$ cat src/rtl/tcm_arbiter.sv
// Round-robin arbiter sharing one single-port TCM between a fetch port (p0) and a data port (p1).
// Grant is combinational; resp/fault return one cycle after issue; a losing port is held for one cycle (stall).
module tcm_arbiter #(
  parameter int AW   = 16,
  parameter int DW   = 32,
  parameter int ACCW = 2
) (
  input  logic            clk,
  input  logic            rstn,

  input  logic            p0_req,
  input  logic [AW-1:0]   p0_addr,
  input  logic            p0_w_rb,
  input  logic [ACCW-1:0] p0_acc,
  input  logic [DW-1:0]   p0_wdata,
  output logic            p0_stall,
  output logic            p0_resp,
  output logic            p0_fault,
  output logic [DW-1:0]   p0_rdata,

  input  logic            p1_req,
  input  logic [AW-1:0]   p1_addr,
  input  logic            p1_w_rb,
  input  logic [ACCW-1:0] p1_acc,
  input  logic [DW-1:0]   p1_wdata,
  output logic            p1_stall,
  output logic            p1_resp,
  output logic            p1_fault,
  output logic [DW-1:0]   p1_rdata,

  output logic            tcm_req,
  output logic [AW-1:0]   tcm_addr,
  output logic            tcm_w_rb,
  output logic [ACCW-1:0] tcm_acc,
  output logic [DW-1:0]   tcm_wdata,
  input  logic [DW-1:0]   tcm_rdata,
  input  logic            tcm_resp,
  input  logic            tcm_fault
);

  typedef struct packed {
    logic [AW-1:0]   addr;
    logic            w_rb;
    logic [ACCW-1:0] acc;
    logic [DW-1:0]   wdata;
  } req_t;

  req_t live0, live1;
  req_t cand0, cand1, gnt_req;
  req_t buf0_q, buf0_d, buf1_q, buf1_d;
  logic buf_vld0_q, buf_vld0_d, buf_vld1_q, buf_vld1_d;
  logic rr_last_q, rr_last_d;
  logic issued_q, owner_q, fault_q;
  logic cand_vld0, cand_vld1, gnt_idx;

  // A buffered entry always takes precedence over the live inputs, which is
  // also what makes a req pulsed during stall disappear.
  always_comb begin
    live0     = {p0_addr, p0_w_rb, p0_acc, p0_wdata};
    live1     = {p1_addr, p1_w_rb, p1_acc, p1_wdata};
    cand_vld0 = buf_vld0_q | p0_req;
    cand_vld1 = buf_vld1_q | p1_req;
    cand0     = buf_vld0_q ? buf0_q : live0;
    cand1     = buf_vld1_q ? buf1_q : live1;

    if (cand_vld0 && cand_vld1) begin
      gnt_idx = ~rr_last_q;
    end else begin
      gnt_idx = cand_vld1 & ~cand_vld0;
    end
    gnt_req = gnt_idx ? cand1 : cand0;
  end

  assign tcm_req   = cand_vld0 | cand_vld1;
  assign tcm_addr  = gnt_req.addr;
  assign tcm_w_rb  = gnt_req.w_rb;
  assign tcm_acc   = gnt_req.acc;
  assign tcm_wdata = gnt_req.wdata;

  always_comb begin
    buf0_d     = buf0_q;
    buf1_d     = buf1_q;
    buf_vld0_d = buf_vld0_q;
    buf_vld1_d = buf_vld1_q;
    rr_last_d  = rr_last_q;

    if (tcm_req) begin
      rr_last_d = gnt_idx;
      if (!gnt_idx) begin
        buf_vld0_d = 1'b0;
        if (cand_vld1 && !buf_vld1_q) begin
          buf_vld1_d = 1'b1;
          buf1_d     = live1;
        end
      end else begin
        buf_vld1_d = 1'b0;
        if (cand_vld0 && !buf_vld0_q) begin
          buf_vld0_d = 1'b1;
          buf0_d     = live0;
        end
      end
    end
  end

  always_ff @(posedge clk or negedge rstn) begin
    if (!rstn) begin
      buf0_q     <= '0;
      buf1_q     <= '0;
      buf_vld0_q <= 1'b0;
      buf_vld1_q <= 1'b0;
      rr_last_q  <= 1'b1;
      issued_q   <= 1'b0;
      owner_q    <= 1'b0;
      fault_q    <= 1'b0;
    end else begin
      buf0_q     <= buf0_d;
      buf1_q     <= buf1_d;
      buf_vld0_q <= buf_vld0_d;
      buf_vld1_q <= buf_vld1_d;
      rr_last_q  <= rr_last_d;
      issued_q   <= tcm_req;
      owner_q    <= gnt_idx;
      fault_q    <= tcm_req & tcm_fault;
    end
  end

  // Controller fault is combinational, so it is registered to line up with resp.
  assign p0_stall = buf_vld0_q;
  assign p1_stall = buf_vld1_q;
  assign p0_resp  = issued_q & ~owner_q & tcm_resp;
  assign p1_resp  = issued_q &  owner_q & tcm_resp;
  assign p0_fault = issued_q & ~owner_q & fault_q;
  assign p1_fault = issued_q &  owner_q & fault_q;
  assign p0_rdata = tcm_rdata;
  assign p1_rdata = tcm_rdata;

endmodule

$ cat config.mk
export PLATFORM = sky130hd
export DESIGN_NAME = tcm_arbiter
export DESIGN_NICKNAME = d
export VERILOG_FILES = /design/src/rtl/tcm_arbiter.sv
export SDC_FILE = /design/constraint.sdc
export NUM_CORES = 1
export LEC_CHECK = 0
export CAP_MARGIN = 10
export CORE_MARGIN = 3
export CORE_UTILIZATION = 43
export CTS_CLUSTER_DIAMETER = 50
export DETAILED_ROUTE_END_ITERATION = 10
export PLACE_DENSITY_LB_ADDON = 0.25
export SLEW_MARGIN = 15
export SYNTH_ARGS = -nofsm -noshare
export SYNTH_HDL_FRONTEND = slang
export SYNTH_SLANG_ARGS = --single-unit
export TNS_END_PERCENT = 5
$ cat constraint.sdc
create_clock -name clk -period 2.3 [get_ports clk]
set_clock_uncertainty 0.05 [all_clocks]
set_input_delay 0.46 -clock clk [delete_from_list [all_inputs] [get_ports clk]]
set_output_delay 0.46 -clock clk [all_outputs]
set_load 0.02 [all_outputs]
After elaboration in Yosys (flattened, before gate mapping)
Cells that the tools add are included.
{ "totals": {"reg_bits": 108, "latch_bits": 0, "ramBits": 0, "mem_bits_ro": 0, "inputBits": 140, "out_inout_bits": 122, "mem_count": 0} }
{ "classes": {"n_addsub": 0, "n_mul": 0, "n_div": 0, "order_cmp": 0, "eq_ne": 1, "shifts": 0, "muxes": 8, "bitwise": 15, "reduce_logical": 10} }
{ "ops": {"columns": ["op", "n"], "rows": [
  ["51-bit two-way mux", 3],
  ["1-bit bitwise AND", 8],
  ["3-bit AND reduction", 2],
  ["1-bit two-way mux", 5],
  ["1-bit NOT", 4],
  ["2-bit AND reduction", 2],
  ["1-bit logical AND", 3],
  ["1-bit bitwise OR", 3],
  ["1-bit logical NOT", 2],
  ["2-bit by 1-bit inequality test with 1-bit output, second input constant", 1],
  ["2-bit nonzero test", 1]
]} }

Longest topological paths before layout
Gate-level depths: netlist of run 1.
{ "depth": {"depth_word": 6, "ltp_mapped": 6} }

Least setup slack after synthesis of run 1
Ideal clock, no wire load.
{ "synth_timing": {"kind": "flip-flop to output port", "startpoint": "register buf_vld0_q, in the netlist p0_stall", "endpoint": "output tcm_acc[0]", "t_arrival_ns": 1.735, "t_required_ns": 1.790, "slack_ns": 0.055, "path_stages_with_launch": 7, "n_path_buf": 3, "cell_sequence": "dfrtp_1 > buf_2 > o21ai_1 > o21ai_0 > buf_2 > buf_2 > mux2i_1"} }
{ "synth_via": {"elab_chain_len": 5, "elab_cells_between_ends": 7} }
{ "synth_rtl": {"columns": ["element", "line_no", "rtl"], "rows": [
  ["start: declaration", "51", "logic buf_vld0_q, buf_vld0_d, buf_vld1_q, buf_vld1_d;"],
  ["start signal: assignment", "118", "buf_vld0_q <= buf_vld0_d;"],
  ["1-bit bitwise OR", "61", "cand_vld0 = buf_vld0_q | p0_req;"],
  ["1-bit NOT", "69", "gnt_idx = cand_vld1 & ~cand_vld0;"],
  ["1-bit bitwise AND", "69", null],
  ["1-bit two-way mux", "66", "if (cand_vld0 && cand_vld1) begin"],
  ["51-bit two-way mux *", "71", "gnt_req = gnt_idx ? cand1 : cand0;"],
  ["end: declaration", "34", "output logic [ACCW-1:0] tcm_acc,"]
]} }
Every way passes the cells marked *; elsewhere a longest branch is shown, timed or not.

Final worst setup path of run 1
{ "layout_timing": {"startpoint": "register rr_last_q", "endpoint": "output tcm_wdata[25]"} }
{ "layout_via": {"elab_chain_len": 3} }
{ "layout_rtl": {"columns": ["element", "line_no", "rtl"], "rows": [
  ["start: declaration", "52", "logic rr_last_q, rr_last_d;"],
  ["start signal: assignment", "120", "rr_last_q <= rr_last_d;"],
  ["1-bit NOT", "67", "gnt_idx = ~rr_last_q;"],
  ["1-bit two-way mux", "66", null],
  ["51-bit two-way mux", "71", null],
  ["end: declaration", "35", "output logic [DW-1:0] tcm_wdata,"]
]} }
Every way passes these cells.

==> results.cfg, run 1 <==
[drt]
antenna_left = 0
drc = 0
drt_wl_total_um = 16500
first_iter_violations = 179
wire_per_inst_um = 21.2
dr.pass1.iters = 4
num_vias = 4073
viasPerCell = 5.25

[run_status]
outcome = complete, but fails checks
violations = negative setup slack

[logic_synthesis]
synth_edf_count = 0
ys_seq_area_frac = 0.439
synthMuxAreaShare = 0.435
yosys.area.top_type = dfrtp_1
synth_top_family_by_area = multiplexers
avgSynthCellArea_um2 = 13.0
ys_warn_count = 0
synth-main-ff-cell = dfrtp_1
syn_nets = 612
synth.most_common_cell = mux2i_1
synth_common_cells = mux2i_1, dfrtp_1, mux2_2
synth_xor_area_frac = 0
synth_area_leaders = dfrtp_1, mux2i_1, mux2_2
synth_compound_area_frac = 0.00244
netlist_instances = 472
netlist_area_mm2 = 0.00616
synth-seq-cells = 108
yosysUniqueCellTypes = 21
synth_top_area_frac = 0.435
synthAdderAreaFrac = 0
synthSimpleGateAreaFrac = 0.0161
synthArstFlopShare = 1.00

[worst_setup_path]
cp-end-kind = output port
reg2regPathDepth = 7
arrival_ps = 1790
critPathMaxFanout = 6
reg2reg_slack_ps = 190
cp-start-kind = flop
crit_type = reg -> out
critPathRequiredTime_ps = 1790

[placement]
io_buffers = 165
gp_congestion = 0.780
postPlaceCellArea_mm2 = 0.00770
dp_hpwl_um = 11500
place_inst = 752
dpl_worst_slack_ps = -629

[global_route]
globalRoute.totalOverflow = 0
grt_use_total = 0.203
grt_max_degree = 48
grt_pass1_wl_um = 24900
grt_pass1_vias = 4474
antenna_found_initial = 1

[power]
internal_power_mw = 6.38
combPwrFrac = 0.508
switching_share = 0.349
switchingPower_mw = 3.42
ir_worst_vdd_v = 0.000609
share_seq_of_total_power = 0.344
power_density_mw_per_mm2 = 1190
p_leak_nw = 3.45
clockPowerShare = 0.149

[clocking]
cts_tree = done
clk_path_buf_depth = 2
root_buffer = clkbuf_16
cts-htree-levels = 3
numCtsBuffers = 9
insertion_delay_ps = 350
holdBufCountCts = 0
cts_num_sinks = 108
path_clk_slew_ps = 70

[sta]
post-route-period-util = 1.00
final.setup.tns_ps = -1.31
tightest_slew_ps = 488
setup_viol = 1
finalCriticalPeriod_ps = 2300
max_slew_margin = 0.674
rsz0062_at_grt = yes
final_max_slew_viol_count = 0
final-hold-violation-count = 0
worst_slack_ps = -1.31
fmax_ghz = 0.435

[layout]
final_nets = 731
area.growth.synth_to_final_pct = 33.9
final_cells = 776
stdcell_area_mm2 = 0.00825
diodes = 0
fill_cells = 1121
drive_gt1_frac = 0.394

[floorplanning]
die_w_um = 126
io_pins = 262
core_mm2 = 0.0139
die_y_um = 126
placementRows = 43
die_area_mm2 = 0.0158
start_util = 0.442

[job]
cap_viol_max_count = 0

[hold_path]
min_path_type = in -> async
==> routing by layer <==
layer  track usage  vias to the layer above  wire length [um]
met2         0.369                      146              8870
li1              -                     1864                 -
met1         0.227                     2032              6170
met5             0                        -                13
met4        0.0517                        2               284
met3        0.0704                       29              1120
==> area by class of cell <==
type	count	area [um^2]	area share
multi-input combinational	271	3010	0.365
inverter	1	3.75	0.000455
clock buffer	14	254	0.0308
sequential	108	2710	0.329
timing repair buffer	200	2030	0.246
clock inverter	2	15.0	0.00182
tap	180	225	0.0273
==> cells in the final DEF (no fill, tap or decap) <==
cell type,instances
mux2i_1,128
clkdlybuf4s50_1,108
dfrtp_1,105
mux2_2,102
buf_4,55
mux2i_2,15
clkbuf_16,13
buf_6,13
mux2i_4,10
buf_12,7
buf_2,5
clkbuf_1,4
dlygate4sd2_1,3
o21ai_4,2
nor2_1,2
nand2_1,2
and3b_1,2
and3_1,2
clkinvlp_4,2
buf_16,2
dfrtp_4,2
buf_8,2
inv_1,1
nor2_4,1
and2_1,1
nor4b_4,1
nor3b_4,1
nor3_1,1
o21ai_0,1
clkbuf_8,1
dlymetal6s2s_1,1
dfstp_2,1
==> path summary, 6_finish.rpt <==
kind                            from             to
max in group asynchronous       rstn      rr_last_q
max                        rr_last_q  tcm_wdata[25]
max reg2reg                 p1_stall      buf0_q[9]
min in group clk           buf1_q[4]      buf1_q[4]
min                             rstn      buf0_q[7]
min reg2reg                buf1_q[4]      buf1_q[4]
==> power by group through the flow <==
| stage | registers, mW | logic [mW] | clock network [mW] |
|---|---|---|---|
| detailed placement | 3.37 | 4.60 | 0 |
| CTS | 3.35 | 4.45 | 1.49 |
| global placement | 3.30 | 4.51 | 0 |
| global route | 3.50 | 5.29 | 1.57 |
| floorplan | 3.23 | 3.10 | 0 |
| finish | 3.37 | 4.98 | 1.46 |
==> through the flow <==
step	hold WS, ps	power [mW]	util
after floorplan	114	6.33	-
after global routing	34.7	10.4	0.592
after CTS	28.4	9.29	0.564
after detailed placement	404	7.97	0.553
final	18.3	9.80	0.592
after global placement	401	7.81	0.553
==> worst max-delay path, stage by stage (launching register included) <==
cell	delay (ps)
dfstp_2	560
o21ai_4	70
o21ai_4	80
buf_4	180
clkbuf_16	170
mux2i_4	240
buf_6	140
==> cell families (layout without fill, tap and decap cells) <==
logic type      count (synthesis)  count (layout)
buf+inv                        93             217
mux                           255             255
compound gates                  3               3
simple gates                   13              13
flops                         108             108
==> state kept, by name, indices dropped and copies added, names as in the netlist <==
register	count
p0_stall	1
issued_q	1
fault_q	1
p1_stall	1
buf1_q	51
buf0_q	51
rr_last_q	1
owner_q	1
==> timing repair <==
| item | CTS | global route |
|---|---|---|
| setup buffers | 3 | 0 |
| resized for setup | 233 | 80 |
| cloned | 1 | 4 |
| pin swaps | 2 | 2 |
| endpoints found under the setup margin | 53 | 52 |
(Power assumes the default switching activity.)
==> run 2: changes to the inputs <==
- ABC_CLOCK_PERIOD_IN_PS: not set -> 2300
==> results of run 2 <==
The final DEF is identical to that of run 1; final timing and power are the same.
